--- config.mk ---
export PLATFORM = sky130hd
export DESIGN_NAME = cim_system_io_ctrl_flat
export DESIGN_NICKNAME = d
export VERILOG_FILES = /design/src/rtl/cim_system_io_ctrl_if.sv /design/src/rtl/cim_system_io_ctrl.sv /design/src/flat_wrapper.sv
export SDC_FILE = /design/constraint.sdc
export NUM_CORES = 1
export LEC_CHECK = 0
export ABC_AREA = 1
export CAP_MARGIN = 20
export CORE_MARGIN = 4
export CORE_UTILIZATION = 45
export DETAILED_ROUTE_END_ITERATION = 10
export PLACE_DENSITY = 0.8
export SYNTH_ARGS = -nofsm -noshare
export SYNTH_HDL_FRONTEND = slang
export SYNTH_SLANG_ARGS = --single-unit
export TNS_END_PERCENT = 1
--- constraint.sdc ---
create_clock -name clk -period 1.75 [get_ports clk]
set_input_delay 0.35 -clock clk [delete_from_list [all_inputs] [get_ports clk]]
set_output_delay 0.35 -clock clk [all_outputs]
set_load 0.01 [all_outputs]
--- src/rtl/cim_system_io_ctrl_if.sv ---
// -----------------------------------------------------------------------------
// cim_system_io_ctrl_if
// Bundles the pad-side command/result signals and the CIM macro strobe/result
// signals of the chip-level IO controller.
//   modport slave  : the controller (takes pad commands and macro results,
//                    drives pad results and macro strobes)
//   modport master : the environment (pads + macro), opposite directions
// Parameters must match those of the controller instance using it.
// -----------------------------------------------------------------------------
interface cim_system_io_ctrl_if #(
  parameter int DATA_W = 16,
  parameter int ADDR_W = 9,
  parameter int OUT_W  = 6,
  parameter int NUM_CH = 4,
  parameter int CH_W   = (NUM_CH > 1) ? $clog2(NUM_CH) : 1
);
  // pad side
  logic                     wen;
  logic                     wbuf;
  logic                     cal;
  logic [ADDR_W-1:0]        a_chip;
  logic [DATA_W-1:0]        d;
  logic                     eact;
  logic                     busy;
  logic [OUT_W-1:0]         q;
  logic [CH_W-1:0]          q_ch;
  logic                     q_valid;
  logic                     cal_done;
  logic                     err;
  // macro side
  logic [ADDR_W-1:0]        cim_a;
  logic [DATA_W-1:0]        cim_d;
  logic                     cim_wrt;
  logic                     cim_wrtbuf;
  logic                     cim_read;
  logic                     cim_done;
  logic [NUM_CH*OUT_W-1:0]  cim_q;

  modport slave (
    input  wen, wbuf, cal, a_chip, d, eact, cim_done, cim_q,
    output busy, q, q_ch, q_valid, cal_done, err,
           cim_a, cim_d, cim_wrt, cim_wrtbuf, cim_read
  );

  modport master (
    output wen, wbuf, cal, a_chip, d, eact, cim_done, cim_q,
    input  busy, q, q_ch, q_valid, cal_done, err,
           cim_a, cim_d, cim_wrt, cim_wrtbuf, cim_read
  );
endinterface

--- src/rtl/cim_system_io_ctrl.sv ---
// -----------------------------------------------------------------------------
// cim_system_io_ctrl
// Chip-level IO controller between the pad interface and the CIM macro.
// Pad commands (write, write-buffer, calculate) are accepted in IDLE and turned
// into single-cycle macro strobes. A calculate issues a macro read, waits for
// cim_done, captures NUM_CH result channels (optionally through ReLU) and
// drains them to the pads one channel per cycle, followed by a cal_done pulse.
//
// Ports
//   clk, rst_n : system clock, asynchronous active-low reset
//   bus        : cim_system_io_ctrl_if.slave (pad commands/results and macro
//                strobes/results, see the interface file)
//
// Optional feature macro: CIM_IO_TIMEOUT_EN
//   defined   : CAL_WAIT watchdog of TMO_CYC cycles; on expiry err is set
//               (sticky until reset), cal_done pulses without any q_valid.
//   undefined : CAL_WAIT waits indefinitely, err is tied low.
//
// state      | meaning
// -----------+------------------------------------------------------------
// S_IDLE     | waiting for a pad command (priority wen > wbuf > cal)
// S_WR       | cim_wrt strobe, one cycle
// S_WB       | cim_wrtbuf strobe, one cycle
// S_CAL_RD   | cim_read strobe, one cycle
// S_CAL_WAIT | waiting for cim_done (or watchdog expiry)
// S_DRAIN    | q_valid high, one channel per cycle, q_ch 0..NUM_CH-1
// S_DONE     | cal_done pulse, one cycle
// -----------------------------------------------------------------------------
module cim_system_io_ctrl #(
  parameter int DATA_W  = 16,
  parameter int ADDR_W  = 9,
  parameter int OUT_W   = 6,
  parameter int NUM_CH  = 4,
  parameter int TMO_CYC = 64
) (
  input  logic                 clk,
  input  logic                 rst_n,
  cim_system_io_ctrl_if.slave  bus
);

  localparam int CH_W = (NUM_CH > 1) ? $clog2(NUM_CH) : 1;
  localparam logic [CH_W-1:0] LAST_CH = CH_W'(NUM_CH - 1);

  localparam logic [2:0] S_IDLE     = 3'd0;
  localparam logic [2:0] S_WR       = 3'd1;
  localparam logic [2:0] S_WB       = 3'd2;
  localparam logic [2:0] S_CAL_RD   = 3'd3;
  localparam logic [2:0] S_CAL_WAIT = 3'd4;
  localparam logic [2:0] S_DRAIN    = 3'd5;
  localparam logic [2:0] S_DONE     = 3'd6;

  logic [2:0]                         r_state;
  logic [2:0]                         w_state_nxt;
  logic [ADDR_W-1:0]                  r_cim_a;
  logic [DATA_W-1:0]                  r_cim_d;
  logic                               r_eact;
  logic [NUM_CH-1:0][OUT_W-1:0]       r_res;
  logic [OUT_W-1:0]                   r_q;
  logic [CH_W-1:0]                    r_q_ch;
  logic [CH_W-1:0]                    w_ch_nxt;
  logic [NUM_CH-1:0][OUT_W-1:0]       w_act;
  logic [OUT_W-1:0]                   w_ch;
  logic                               w_capture;

`ifdef CIM_IO_TIMEOUT_EN
  localparam int TMO_W = $clog2(TMO_CYC + 1);
  logic [TMO_W-1:0]                   r_tmo;
  logic                               r_err;
`endif

  // Macro results with the activation latched at command accept applied.
  always_comb begin
    w_act = '0;
    w_ch  = '0;
    for (int i = 0; i < NUM_CH; i++) begin
      w_ch = bus.cim_q[i*OUT_W +: OUT_W];
      w_act[i] = (r_eact && w_ch[OUT_W-1]) ? '0 : w_ch;
    end
  end

  assign w_capture = (r_state == S_CAL_WAIT) && bus.cim_done;
  assign w_ch_nxt  = r_q_ch + 1'b1;

  always_comb begin
    w_state_nxt = r_state;
    case (r_state)
      S_IDLE: begin
        if (bus.wen)       w_state_nxt = S_WR;
        else if (bus.wbuf) w_state_nxt = S_WB;
        else if (bus.cal)  w_state_nxt = S_CAL_RD;
      end
      S_WR, S_WB: w_state_nxt = S_IDLE;
      S_CAL_RD:   w_state_nxt = S_CAL_WAIT;
      S_CAL_WAIT: begin
        if (bus.cim_done) w_state_nxt = S_DRAIN;
`ifdef CIM_IO_TIMEOUT_EN
        // cim_done wins over expiry when both land in the same cycle.
        else if (r_tmo == '0) w_state_nxt = S_DONE;
`endif
      end
      S_DRAIN: begin
        if (r_q_ch == LAST_CH) w_state_nxt = S_DONE;
      end
      S_DONE:  w_state_nxt = S_IDLE;
      default: w_state_nxt = S_IDLE;
    endcase
  end

  always_ff @(posedge clk or negedge rst_n) begin
    if (!rst_n) r_state <= S_IDLE;
    else        r_state <= w_state_nxt;
  end

  // Macro address/data are loaded on accept so they are already stable in the
  // strobe cycle and simply hold afterwards. A calculate leaves cim_d alone.
  always_ff @(posedge clk or negedge rst_n) begin
    if (!rst_n) begin
      r_cim_a <= '0;
      r_cim_d <= '0;
      r_eact  <= 1'b0;
    end else if (r_state == S_IDLE) begin
      if (bus.wen || bus.wbuf) begin
        r_cim_a <= bus.a_chip;
        r_cim_d <= bus.d;
      end else if (bus.cal) begin
        r_cim_a <= bus.a_chip;
        r_eact  <= bus.eact;
      end
    end
  end

  // Channel 0 goes straight to q on capture so that q/q_ch are valid in the
  // first DRAIN cycle; q then steps through the buffer and holds the last
  // channel once the drain is over.
  always_ff @(posedge clk or negedge rst_n) begin
    if (!rst_n) begin
      r_res  <= '0;
      r_q    <= '0;
      r_q_ch <= '0;
    end else if (w_capture) begin
      r_res  <= w_act;
      r_q    <= w_act[0];
      r_q_ch <= '0;
    end else if ((r_state == S_DRAIN) && (r_q_ch != LAST_CH)) begin
      r_q    <= r_res[w_ch_nxt];
      r_q_ch <= w_ch_nxt;
    end
  end

`ifdef CIM_IO_TIMEOUT_EN
  // Down-counter loaded in CAL_RD; reaching zero in the TMO_CYC-th CAL_WAIT
  // cycle without cim_done is the expiry.
  always_ff @(posedge clk or negedge rst_n) begin
    if (!rst_n) begin
      r_tmo <= '0;
      r_err <= 1'b0;
    end else begin
      if (r_state == S_CAL_RD)
        r_tmo <= TMO_W'(TMO_CYC - 1);
      else if ((r_state == S_CAL_WAIT) && (r_tmo != '0))
        r_tmo <= r_tmo - 1'b1;
      if ((r_state == S_CAL_WAIT) && !bus.cim_done && (r_tmo == '0))
        r_err <= 1'b1;
    end
  end

  assign bus.err = r_err;
`else
  assign bus.err = 1'b0;
`endif

  assign bus.busy       = (r_state != S_IDLE);
  assign bus.cim_wrt    = (r_state == S_WR);
  assign bus.cim_wrtbuf = (r_state == S_WB);
  assign bus.cim_read   = (r_state == S_CAL_RD);
  assign bus.q_valid    = (r_state == S_DRAIN);
  assign bus.cal_done   = (r_state == S_DONE);
  assign bus.cim_a      = r_cim_a;
  assign bus.cim_d      = r_cim_d;
  assign bus.q          = r_q;
  assign bus.q_ch       = r_q_ch;

endmodule

--- src/flat_wrapper.sv ---
// flat-port wrapper written by rule: the top's interface ports become plain ports
module cim_system_io_ctrl_flat 
#(
  parameter int DATA_W  = 16,
  parameter int ADDR_W  = 9,
  parameter int OUT_W   = 6,
  parameter int NUM_CH  = 4,
  parameter int TMO_CYC = 64
)
  (clk, rst_n, bus_wen, bus_wbuf, bus_cal, bus_a_chip, bus_d, bus_eact, bus_cim_done, bus_cim_q, bus_busy, bus_q, bus_q_ch, bus_q_valid, bus_cal_done, bus_err, bus_cim_a, bus_cim_d, bus_cim_wrt, bus_cim_wrtbuf, bus_cim_read);
  cim_system_io_ctrl_if #(.DATA_W(DATA_W), .ADDR_W(ADDR_W), .OUT_W(OUT_W), .NUM_CH(NUM_CH)) bus_i ();
  input  logic clk;
  input  logic rst_n;
  input wire logic [$bits(bus_i.wen)-1:0] bus_wen;
  input wire logic [$bits(bus_i.wbuf)-1:0] bus_wbuf;
  input wire logic [$bits(bus_i.cal)-1:0] bus_cal;
  input wire logic [$bits(bus_i.a_chip)-1:0] bus_a_chip;
  input wire logic [$bits(bus_i.d)-1:0] bus_d;
  input wire logic [$bits(bus_i.eact)-1:0] bus_eact;
  input wire logic [$bits(bus_i.cim_done)-1:0] bus_cim_done;
  input wire logic [$bits(bus_i.cim_q)-1:0] bus_cim_q;
  output wire logic [$bits(bus_i.busy)-1:0] bus_busy;
  output wire logic [$bits(bus_i.q)-1:0] bus_q;
  output wire logic [$bits(bus_i.q_ch)-1:0] bus_q_ch;
  output wire logic [$bits(bus_i.q_valid)-1:0] bus_q_valid;
  output wire logic [$bits(bus_i.cal_done)-1:0] bus_cal_done;
  output wire logic [$bits(bus_i.err)-1:0] bus_err;
  output wire logic [$bits(bus_i.cim_a)-1:0] bus_cim_a;
  output wire logic [$bits(bus_i.cim_d)-1:0] bus_cim_d;
  output wire logic [$bits(bus_i.cim_wrt)-1:0] bus_cim_wrt;
  output wire logic [$bits(bus_i.cim_wrtbuf)-1:0] bus_cim_wrtbuf;
  output wire logic [$bits(bus_i.cim_read)-1:0] bus_cim_read;
  assign bus_i.wen = bus_wen;
  assign bus_i.wbuf = bus_wbuf;
  assign bus_i.cal = bus_cal;
  assign bus_i.a_chip = bus_a_chip;
  assign bus_i.d = bus_d;
  assign bus_i.eact = bus_eact;
  assign bus_i.cim_done = bus_cim_done;
  assign bus_i.cim_q = bus_cim_q;
  assign bus_busy = bus_i.busy;
  assign bus_q = bus_i.q;
  assign bus_q_ch = bus_i.q_ch;
  assign bus_q_valid = bus_i.q_valid;
  assign bus_cal_done = bus_i.cal_done;
  assign bus_err = bus_i.err;
  assign bus_cim_a = bus_i.cim_a;
  assign bus_cim_d = bus_i.cim_d;
  assign bus_cim_wrt = bus_i.cim_wrt;
  assign bus_cim_wrtbuf = bus_i.cim_wrtbuf;
  assign bus_cim_read = bus_i.cim_read;
  cim_system_io_ctrl #(.DATA_W(DATA_W), .ADDR_W(ADDR_W), .OUT_W(OUT_W), .NUM_CH(NUM_CH), .TMO_CYC(TMO_CYC)) u_core (.clk(clk), .rst_n(rst_n), .bus(bus_i));
endmodule
# After elaboration in Yosys (flattened, before gate mapping)
# Index checks and enable logic that the tools add are counted.
dict set report word_totals {
  ff_bits 61
  latch_bits 0
  ram_bits 0
  mem_bits_ro 0
  input_bits 56
  out_inout_bits 40
  word_cells 57
  mem_count 0
}
dict set report classes {
  n_addsub 1
  multipliers 0
  div 0
  order_cmp 1
  n_eq_ne 11
  shift 0
  muxes 18
  bitwise_logic 1
  n_reduce_logical 15
}
# op count
set ops {}
lappend ops {{$mux 6} 7}
lappend ops {{$mux 9} 2}
lappend ops {{$mux 3} 5}
lappend ops {{$bmux 6 s2} 1}
lappend ops {{$pmux 3 s4} 1}
lappend ops {{$eq 3x3->1 const B} 3}
lappend ops {{$eq 3x2->1 const B} 2}
lappend ops {{$logic_and 1x1->1} 6}
lappend ops {{$reduce_and 3->1} 2}
lappend ops {{$mux 2} 2}
lappend ops {{$ne 2x2->1 const B} 2}
lappend ops {{$ne 4x4->1 const B} 1}
lappend ops {{$reduce_and 2->1} 2}
lappend ops {{$reduce_bool 2->1} 2}
lappend ops {{$eq 3x1->1 const B} 1}
lappend ops {{$logic_not 3->1} 1}
lappend ops {{$lt 2x3->1 const B} 1}
lappend ops {{$reduce_bool 3->1} 1}
lappend ops {{$add 2x1->2 const B} 1}
lappend ops {{$eq 2x2->1 const B} 1}
lappend ops {{$ne 2x1->1 const B} 1}
lappend ops {{$logic_or 1x1->1} 1}
lappend ops {{$not 1->1} 1}

# Logic depth before layout (Yosys ltp)
# Gate-level depths: netlist of run 1.
dict set report logic_depth {
  depth_word 5
  mapped_depth 8
  mapped_depth_nobuf 7
}

# Worst setup path before layout of run 1
# No wires, ideal clock.
dict set report synth_timing {
  path_type {reg-to-reg}
  from {reg u_core.r_q_ch[0], in the netlist u_core.bus.q_ch[0]}
  to {reg u_core.r_q[0], in the netlist u_core.bus.q[0]}
  arrival_ns 1.268
  slack_ns 0.366
  path_stages_with_launch 8
  path_buffers 0
  period_less_slack_ns 1.384
  path_cell_list {dfrtp_1 -> ha_1 -> inv_1 -> nand3_1 -> nand3_1 -> nand2_1 -> nand2_1 -> nand2_1}
}
dict set report synth_via {
  elab_chain_cells 5
  word_cells_on_any_way 8
  classes_between {add/sub (1); eq/ne (1); mux (4); reduce/logical (2)}
}
# element line
set synth_rtl {}
lappend synth_rtl {{start: declaration} cim_system_io_ctrl.sv:59} ;# logic [CH_W-1:0] r_q_ch;
lappend synth_rtl {{start signal: assignment} cim_system_io_ctrl.sv:146} ;# r_q_ch <= w_ch_nxt;
lappend synth_rtl {{$add 2x1->2} cim_system_io_ctrl.sv:82} ;# assign w_ch_nxt = r_q_ch + 1'b1;
lappend synth_rtl {{$bmux 6 s2} cim_system_io_ctrl.sv:145} ;# r_q <= r_res[w_ch_nxt];
lappend synth_rtl {{$mux 6 (not written as such)} cim_system_io_ctrl.sv:145}
lappend synth_rtl {{$mux 6} cim_system_io_ctrl.sv:144} ;# end else if ((r_state == S_DRAIN) && (r_q_ch != LAST_CH)) begin
lappend synth_rtl {{$mux 6} cim_system_io_ctrl.sv:140} ;# end else if (w_capture) begin
lappend synth_rtl {{end signal: assignment} cim_system_io_ctrl.sv:142} ;# r_q <= w_act[0];
lappend synth_rtl {{end signal: assignment} cim_system_io_ctrl.sv:145}
lappend synth_rtl {{end: declaration} cim_system_io_ctrl.sv:58} ;# logic [OUT_W-1:0] r_q;
# Several ways; a longest one is shown, not always the timed one. The select of a mux whose other input is x is not followed.
# A chain may end at the register's enable or synchronous reset.

# Final worst setup path of run 1
dict set report layout_timing {
  from {reg u_core.r_state[1]}
  to {out bus_busy}
}
dict set report layout_via {
  elab_chain_cells 1
}
# element line
set layout_rtl {}
lappend layout_rtl {{start: declaration} cim_system_io_ctrl.sv:52} ;# logic [2:0] r_state;
lappend layout_rtl {{start signal: assignment} cim_system_io_ctrl.sv:111} ;# else r_state <= w_state_nxt;
lappend layout_rtl {{$reduce_bool 3->1} cim_system_io_ctrl.sv:172} ;# assign bus.busy = (r_state != S_IDLE);
lappend layout_rtl {{end: declaration} flat_wrapper.sv:22} ;# output wire logic [$bits(bus_i.busy)-1:0] bus_busy;
# No other way between the ends.

==> results.py, run 1 <==
metrics = {
    "placed_design": {
        "numPortBuffers": 94,
        "hpwl_um": 5300,
        "place_area_sq_mm": 0.00394,
        "place_congestion": 0.832,
    },
    "cts": {
        "clockRootBuffer": "clkbuf_8",
        "ctsHtreeMaxLevel": 3,
        "clk-insertion-delay-late_ps": 350,
        "cts_buffers": 9,
        "cts_tree": "built",
        "cts_sinks": 61,
        "cts_hold_buf": 0,
        "path_clk_slew_ps": 70,
        "max-clock-path-buffers": 2,
    },
    "worst_setup_path": {
        "cpMaxStageDelayCell": "dfrtp_1",
        "path_buf_inv": 2,
        "cp_data_required_time_ps": 1400,
        "endpoint_kind": "primary output",
        "critPathKind": "reg -> out",
        "cp_cell_sequence": "buf_4 -> nor2_4 -> nand2_4 -> clkdlybuf4s15_1",
        "arrival_ps": 1340,
        "critPathMaxStageDelay_ps": 400,
        "path_delay_family": "flip-flops",
        "cp-start-kind": "flip-flop",
        "critPathMaxFanout": 4,
    },
    "synthesis": {
        "synth_top_area_cell": "dfrtp_1",
        "synth-seq-cells": 61,
        "syn_nets": 406,
        "synth_area_per_cell_sq_um": 8.37,
        "muxShareOfSynthArea_pct": 0,
        "synthDominantCellAreaShare_pct": 52.2,
        "ys_seq_area_share_pct": 52.2,
        "netlist_area_sq_mm": 0.00292,
        "synth_top_family_by_area": "simple AND/OR/NAND/NOR gates",
        "yosysWarnings": 0,
        "synth-xor-area-share_pct": 0,
        "synth_cells": 349,
        "synth_area_leaders": "dfrtp_1 52%, nand2_1 18%, o21ai_2 5.7%",
        "synth_cell_types": 26,
        "synth_fa_ha_area_share_pct": 0.428,
        "synth_compound_area_share_pct": 10.5,
        "synthSimpleGateAreaFrac_pct": 28.0,
    },
    "finish": {
        "final_util_pct": 65.7,
        "final_area_sq_mm": 0.00415,
        "drive_above_1_share_pct": 13.4,
        "fin_nets": 508,
        "layout_common_cells": "142 x nand2_1, 86 x clkdlybuf4s50_1, 59 x dfrtp_1, 33 x inv_1, 28 x nand3_1",
        "fillers": 545,
        "diodes": 0,
        "mostFrequentLayoutCell": "nand2_1",
        "synthToLayoutAreaGrowth_pct": 42.0,
    },
    "route": {
        "wire_per_inst_um": 13.2,
        "dr.first_iter.drc_count": 157,
        "drc": 0,
        "drtAntennaViolNets": 0,
        "viasPerCell": 4.79,
        "finalWirelength_um": 7020,
        "drt_first_pass_iters": 5,
        "num_vias": 2555,
    },
    "power_and_ir_drop": {
        "ir_worst_vdd_mv": 0.902,
        "p_leak_nw": 2.07,
        "cellPowerDensity_mw_per_mm2": 1680,
    },
    "timing": {
        "rsz0062_at_grt": "false",
        "hold_violations": 0,
        "finalClockSkew_ps": 8.49,
        "maxClockFrequency_mhz": 590,
        "setup_viol": 0,
        "worst_pin_slew_ps": 634,
        "slew_violations": 0,
        "max_slew_margin_pct": 57.7,
        "fin_crit_ps": 1690,
        "fin_crit_sh_pct": 96.8,
        "tns_ps": 0,
    },
    "grt": {
        "grt_overflow": 0,
        "grt_pass1_vias": 2415,
        "grt_max_degree": 38,
        "grt_pass1_wl_um": 11200,
        "grt.total_usage_pct": 18.9,
        "antenna_found_initial": 0,
    },
    "worst_hold_path": {
        "hp-class": "in -> async",
    },
    "floorplanning": {
        "start_util_pct": 46.3,
        "dieArea_sq_mm": 0.00785,
        "die_h_um": 88.6,
        "rows": 29,
        "die_x_um": 88.6,
        "core_area_sq_mm": 0.00631,
        "pin_count": 96,
    },
    "status": {
        "status": "finished, final reports clean",
    },
    "flow_run": {
        "drv_cap": 0,
    },
}
[area by class of cell]
type	instances	area, sq um	share of cell area, %
clock inverters	4	47.5	1.15
repair buffers	105	1030	24.9
well taps	77	96.3	2.32
flip-flops and latches	61	1530	36.9
inverters	37	141	3.41
multi-input cells	237	1160	27.9
clock buffers	12	145	3.50
[final timing paths]
| path | startpoint | slack (ps) | cells past startpoint | end |
|---|---|---|---|---|
| max reg2reg | u_core.r_state[1]$_DFFE_PN0P_ | 150 | 7 | u_core.r_res[9]$_DFFE_PN0P_ |
| min | rst_n | 20 | 1 | u_core.bus.cim_a[2]$_DFFE_PN0P_ |
| min reg2reg | u_core.bus.cim_a[3]$_DFFE_PN0P_ | 470 | 2 | u_core.bus.cim_a[3]$_DFFE_PN0P_ |
| max | u_core.r_state[1]$_DFFE_PN0P_ | 60 | 4 | bus_busy |
| max in group asynchronous | rst_n | 1150 | 2 | u_core.r_state[2]$_DFFE_PN0P_ |
| min in group clk | u_core.bus.cim_a[3]$_DFFE_PN0P_ | 470 | 2 | u_core.bus.cim_a[3]$_DFFE_PN0P_ |
[cells in the mapped netlist]
library cell,n
nand2_1,142
dfrtp_1,61
inv_1,34
nand3_1,28
o21ai_2,19
o21ai_0,18
nor2_1,8
buf_6,6
buf_2,5
nor3_1,5
a21oi_1,3
nor2_4,3
buf_4,2
inv_2,2
nand2_4,2
clkbuf_1,1
conb_1,1
ha_1,1
inv_4,1
nand3_2,1
nand3_4,1
nand3b_1,1
o21ai_1,1
o21ai_4,1
o21bai_1,1
o31ai_1,1
[per-stage QoR]
stage | instances | worst slack, ps | power (mW) | hold slack (ps)
after CTS | 533 | 46.8 | 7.02 | 27.0
final | 533 | 55.3 | 6.98 | 15.6
after global routing | 533 | 5.53 | 7.51 | 52.1
after floorplan | 349 | 366 | 4.36 | 54.4
after global placement | 516 | 68.3 | 5.67 | 402
after detailed placement | 516 | 34.1 | 5.76 | 399
[report_power, final]
group | switching [mW] | internal (mW)
sequential | 0.381 | 2.02
combinational | 1.80 | 1.54
clock | 0.545 | 0.692
total | 2.72 | 4.26
[state kept, by name, summed over array words and instances (netlist names)]
signal,flops
u_core.r_state,3
u_core.r_eact,1
u_core.bus.cim_d,16
u_core.bus.q_ch,2
u_core.bus.q,6
u_core.r_res,24
u_core.bus.cim_a,9
[kinds of logic (layout without fill, tap and decap cells)]
family | Yosys count | in the layout
buffers and inverters | 51 | 158
AND/OR/NAND/NOR | 191 | 191
AO/OA/AOI/OAI | 44 | 44
adder cells (fa/ha/maj) | 1 | 1
flip-flops | 61 | 61
other | 1 | 1
[timing repair]
action	CTS	global route
resized for setup	13	4
cloned	0	0
endpoints found under the setup margin	7	2
pin swaps	0	0
buffers inserted	1	0
[metal layers]
layer,vias to the layer above,wire length [um],GRT usage (%)
met4,0,157,9.62
li1,1300,-,-
met2,67,3490,29.5
met1,1172,3020,25.0
met5,-,0,0
met3,16,353,4.19
Note: power is estimated with default switching activity, not from simulation.
==> run 2: changes to the inputs <==
- SLEW_MARGIN: not set -> 20
==> results of run 2 <==
Final layout, timing and power as in run 1 (identical DEF).
==> run 3: changes to the inputs <==
- HOLD_SLACK_MARGIN: not set -> 0.02
==> results of run 3 <==
Final layout, timing and power as in run 1 (identical DEF).
